==> src/rtl/ca_pkg.sv <==
// Shared types for the hybrid rule-90/150 cellular automaton engine:
// FSM state encoding and boundary-mode constants.
package ca_pkg;

    localparam int BND_NULL     = 0;
    localparam int BND_PERIODIC = 1;

    typedef enum logic [1:0] {
        IDLE = 2'd0,
        RUN  = 2'd1,
        DONE = 2'd2
    } fsm_e;

endpackage

==> src/rtl/ca_cell.sv <==
// One CA cell: rule 90 (left^right) or rule 150 (left^self^right),
// selected by the per-cell rule bit.
module ca_cell (
    input  logic i_left,
    input  logic i_self,
    input  logic i_right,
    input  logic i_rule,
    output logic o_next
);
    assign o_next = i_left ^ i_right ^ (i_rule & i_self);
endmodule

==> src/rtl/ca_hybrid_engine.sv <==
// Hybrid 90/150 CA engine: load a seed, run N parallel steps with optional
// XOR absorb, pulse done when the run finishes.
module ca_hybrid_engine
    import ca_pkg::*;
#(
    parameter int WIDTH    = 8,
    parameter int CNT_W    = 8,
    parameter int BOUNDARY = BND_NULL
) (
    input  logic             clk,
    input  logic             reset,
    input  logic             load,
    input  logic [WIDTH-1:0] seed,
    input  logic [WIDTH-1:0] rule,
    input  logic             start,
    input  logic [CNT_W-1:0] steps,
    input  logic             absorb_valid,
    input  logic [WIDTH-1:0] absorb_data,
    output logic [WIDTH-1:0] state,
    output logic             busy,
    output logic             done
);
    fsm_e             r_fsm;
    logic [WIDTH-1:0] r_state;
    logic [WIDTH-1:0] r_rule;
    logic [CNT_W-1:0] r_cnt;
    logic             r_busy;
    logic             r_done;

    logic [WIDTH-1:0] w_left;
    logic [WIDTH-1:0] w_right;
    logic [WIDTH-1:0] w_next;

    // Edge cells see 0 (null) or the opposite end (periodic).
    generate
        for (genvar i = 0; i < WIDTH; i++) begin : g_cell
            if (i == 0) begin : g_lo
                if (BOUNDARY == BND_PERIODIC) begin : g_wrap
                    assign w_left[i] = r_state[WIDTH-1];
                end else begin : g_null
                    assign w_left[i] = 1'b0;
                end
            end else begin : g_mid_l
                assign w_left[i] = r_state[i-1];
            end

            if (i == WIDTH-1) begin : g_hi
                if (BOUNDARY == BND_PERIODIC) begin : g_wrap
                    assign w_right[i] = r_state[0];
                end else begin : g_null
                    assign w_right[i] = 1'b0;
                end
            end else begin : g_mid_r
                assign w_right[i] = r_state[i+1];
            end

            ca_cell u_cell (
                .i_left  (w_left[i]),
                .i_self  (r_state[i]),
                .i_right (w_right[i]),
                .i_rule  (r_rule[i]),
                .o_next  (w_next[i])
            );
        end
    endgenerate

    always_ff @(posedge clk or posedge reset) begin
        if (reset) begin
            r_fsm   <= IDLE;
            r_state <= '0;
            r_rule  <= '0;
            r_cnt   <= '0;
            r_busy  <= 1'b0;
            r_done  <= 1'b0;
        end else begin
            case (r_fsm)
                IDLE: begin
                    if (load) begin
                        r_state <= seed;
                    end else if (start) begin
                        r_rule <= rule;
                        r_cnt  <= steps;
                        if (steps != '0) begin
                            r_fsm  <= RUN;
                            r_busy <= 1'b1;
                        end else begin
                            r_fsm  <= DONE;
                            r_done <= 1'b1;
                        end
                    end
                end
                RUN: begin
                    r_state <= w_next ^ (absorb_valid ? absorb_data : '0);
                    r_cnt   <= r_cnt - CNT_W'(1);
                    // Counter holds the steps still to apply; this edge applies the last.
                    if (r_cnt == CNT_W'(1)) begin
                        r_fsm  <= DONE;
                        r_busy <= 1'b0;
                        r_done <= 1'b1;
                    end
                end
                DONE: begin
                    r_done <= 1'b0;
                    r_fsm  <= IDLE;
                end
                default: r_fsm <= IDLE;
            endcase
        end
    end

    assign state = r_state;
    assign busy  = r_busy;
    assign done  = r_done;
endmodule
==> config.mk <==
export PLATFORM = sky130hd
export DESIGN_NAME = ca_hybrid_engine
export DESIGN_NICKNAME = d
export VERILOG_FILES = /design/src/rtl/ca_pkg.sv /design/src/rtl/ca_cell.sv /design/src/rtl/ca_hybrid_engine.sv
export SDC_FILE = /design/constraint.sdc
export NUM_CORES = 1
export LEC_CHECK = 0
export ABC_AREA = 1
export CORE_AREA = 2 2 67 81
export CTS_BUF_LIST = sky130_fd_sc_hd__clkbuf_8
export DETAILED_ROUTE_END_ITERATION = 7
export DIE_AREA = 0 0 69 83
export DONT_BUFFER_PORTS = 1
export PLACE_DENSITY_LB_ADDON = 0.2
export SLEW_MARGIN = 10
export SYNTH_ARGS = -nofsm -noshare
export SYNTH_HDL_FRONTEND = slang
export SYNTH_HIERARCHICAL = 1
export SYNTH_SLANG_ARGS = --single-unit
export TNS_END_PERCENT = 1
==> constraint.sdc <==
create_clock -name clk -period 1.7 [get_ports clk]
set_clock_uncertainty 0.05 [all_clocks]
set_input_delay 0.17 -clock clk [delete_from_list [all_inputs] [get_ports clk]]
set_output_delay 0.17 -clock clk [all_outputs]
set_load 0.02 [all_outputs]
==> metrics.csv <==
metric,value,unit
TritonCTS clock tree,yes,
grt peak-use layer,met2,
root buffer selected by CTS,clkbuf_8,
leakage dissipation,1.18,nW
worst reg2reg endpoint,r_cnt[5],
Antenna Nets Post-Route,0,
r2r startpoint,r_fsm[1],
vias in the first global route,1726,
number of pins exceeding their max-slew limit in the final report,0,
met1 routing resource usage after global routing,21.7,%
"Non-Filler Cell Area, Final",0.00218,mm²
Die Outline Area,0.00573,mm²
post-route clock period utilization,86.3,%
Resize count post-CTS,0,
Tmin final,1470,ps
met3 GRT Util,2.43,%
f_max,682,MHz
number of standard-cell rows in the floorplan,28,
first-pass GRT wire length,7820,µm
post-CTS clock slew at the launch and capture registers of the worst setup and hold paths,110,ps
vertical die dimension,83,µm
Clock Sink Count,28,
routed via count,1770,
Post-Route WL,4450,µm
WL per Instance,11.8,µm
number of distinct library cell variants in the gate-level netlist after synthesis,23,
initial core utilization,39.0,%
Antenna Cells,0,
total routing resource utilization after global routing,16.1,%
flip-flop and latch count after synthesis,28,
layout cell share with drive strength beyond 1,5.99,%
"Seq/Total Area, Yosys",36.7,%
hold violation count in the final report,0,
worst min path class,input pin to flop,
required arrival time at the worst endpoint,1810,ps
number of buffers inserted for hold repair after clock tree synthesis,12,
die outline width,69,µm
DP Area,0.00199,mm²
max-cap viol count,0,
clock latency reported for the late side of the worst-skew pair,280,ps
Worst Path Max Fanout,18,
maximum level of the CTS H-tree,1,
source of the critical timing path,r_fsm[1],
DRC violations left,0,
hold slack,26.8,ps
sum of negative setup slack,0,ps
CORE AREA,0.00490,mm²
length in cells of the worst reg-to-reg path,6,
count of TritonRoute iterations in the first routing pass,4,
Area Growth Syn to Fin,14.2,%
arrival time at the worst endpoint,1570,ps
Inserted Clock Buffers,3,
crit path capture type,flop,
Sequential cell area,701,µm²
number of instances in the synthesized netlist,298,
multi-input combinational cell area,0.00104,mm²
combined area of all synthesized cells,0.00191,mm²
post-synthesis area per instance,6.41,µm²
detailed placement HPWL,3440,µm
worst vdd rail ir drop,0.000364,V
number of fill cells in the layout,524,
endpoint of the worst hold-timing path,state[4],
initial antenna violation count,0,
CP startpoint kind,flop,
final number of setup-violating endpoints,0,
met2 track utilization from global routing,27.8,%
setup repair after global routing missed its margin,false,
worst-case clock buffer depth,2,
remaining global-route overflow,0,
power per cell area,1080,mW/mm²
launch point of the worst hold path,seed[4],
num ports,47,
GP Congestion,0.808,
reg2reg setup slack,230,ps
Crit Path Category,flop to flop,
Post CTS Setup Buffer Count,0,
Yosys warning total,6,
number of nets in the layout,357,
status,completed,
pin count of the biggest net entering global routing,29,
ratio of routed vias to standard cells,4.69,
port bufs,0,
cell count of the worst hold path,2,
Iteration-0 DRC Markers,114,
-- routing by layer --
layer	vias to the layer above	part of all wire, %
met2	41	48
met5	-	0
met1	781	47
li1	946	-
met4	0	0.36
met3	2	5.0
-- sequential cells by signal, summed over array words and instances (netlist names) --
register / count
r_cnt: 8
r_rule: 8
state: 8
r_fsm: 2
done: 1
busy: 1
-- worst max-delay path, cell delays in order, from the launching register on --
cell and delay [ps]:
dfrtp_1 430, inv_2 120, nand2_4 150, inv_4 200
nand2_1 110, o211ai_1 190, nand3_1 80
-- layout make-up --
type,instances,share of cell area (%)
clock inverter,1,1.38
clock buffer,3,1.89
sequential,28,32.1
inverter,41,7.17
timing repair buffer,15,6.54
multi-input combinational,229,47.5
tap,60,3.44
-- metrics by stage --
| step | setup WS, ps | utilization [%] | std cells | power, mW |
|---|---|---|---|---|
| 2_1_floorplan | 463 | - | 303 | 1.66 |
| 3_3_place_gp | 312 | 40.6 | 361 | 1.82 |
| 3_5_place_dp | 272 | 40.6 | 361 | 1.84 |
| 4_1_cts | 232 | 44.5 | 377 | 2.39 |
| 5_1_grt | 56.5 | 44.5 | 377 | 2.56 |
| 6_report | 233 | 44.5 | 377 | 2.36 |
-- placed cells by master (no fill, tap or decap), types with 2 or more instances in the layout --
master	netlist	routed
o21ai_0	4	4
inv_1	36	36
ha_1	2	2
nor2_1	30	30
dlygate4sd3_1	0	12
buf_4	2	3
o211ai_1	2	2
o21ai_1	10	10
nand2_2	2	2
inv_2	4	4
conb_1	1	6
nor2_4	3	3
xnor2_1	8	8
nand3_1	24	24
dfrtp_1	28	28
nand2_1	122	122
clkbuf_8	0	3
a21oi_1	12	12
-- kinds of logic after synthesis --
family                   count (synthesis)  share of synthesized area, %
other                                    1                         0.196
adder cells (fa/ha/maj)                  2                          1.31
XOR/XNOR                                 8                          3.67
flip-flops                              28                          36.7
AO/OA/AOI/OAI                           30                          8.38
AND/OR/NAND/NOR                        183                          39.7
buffers and inverters                   46                          10.1
-- synthesized netlist by cell type, drive strengths merged --
library cell | count | area [µm²]
buf | 5 | 36.3
a21oi | 12 | 60.1
o21ai | 14 | 70.1
o22ai | 1 | 6.26
nor2 | 33 | 146
dfrtp | 28 | 701
o221ai | 1 | 8.76
o211ai | 2 | 15.0
nand3 | 25 | 130
conb | 1 | 3.75
nand2 | 125 | 482
ha | 2 | 25.0
inv | 41 | 156
xnor2 | 8 | 70.1
-- power by group --
part	internal [mW]	switching (mW)	leakage, nW
logic	0.340	0.390	0.789
registers	0.762	0.335	0.356
clock network	0.316	0.219	0.0357
-- worst max path at each step --
stage                          end  slack, ps  depth (start not counted)
after floorplan           r_cnt[6]        460                          9
after global placement    r_cnt[5]        310                          6
after detailed placement  r_cnt[5]        270                          6
after CTS                 r_cnt[5]        230                          6
after global routing      r_cnt[5]         60                          6
final                     r_cnt[5]        230                          6
Power figures use the tool's default switching activity.
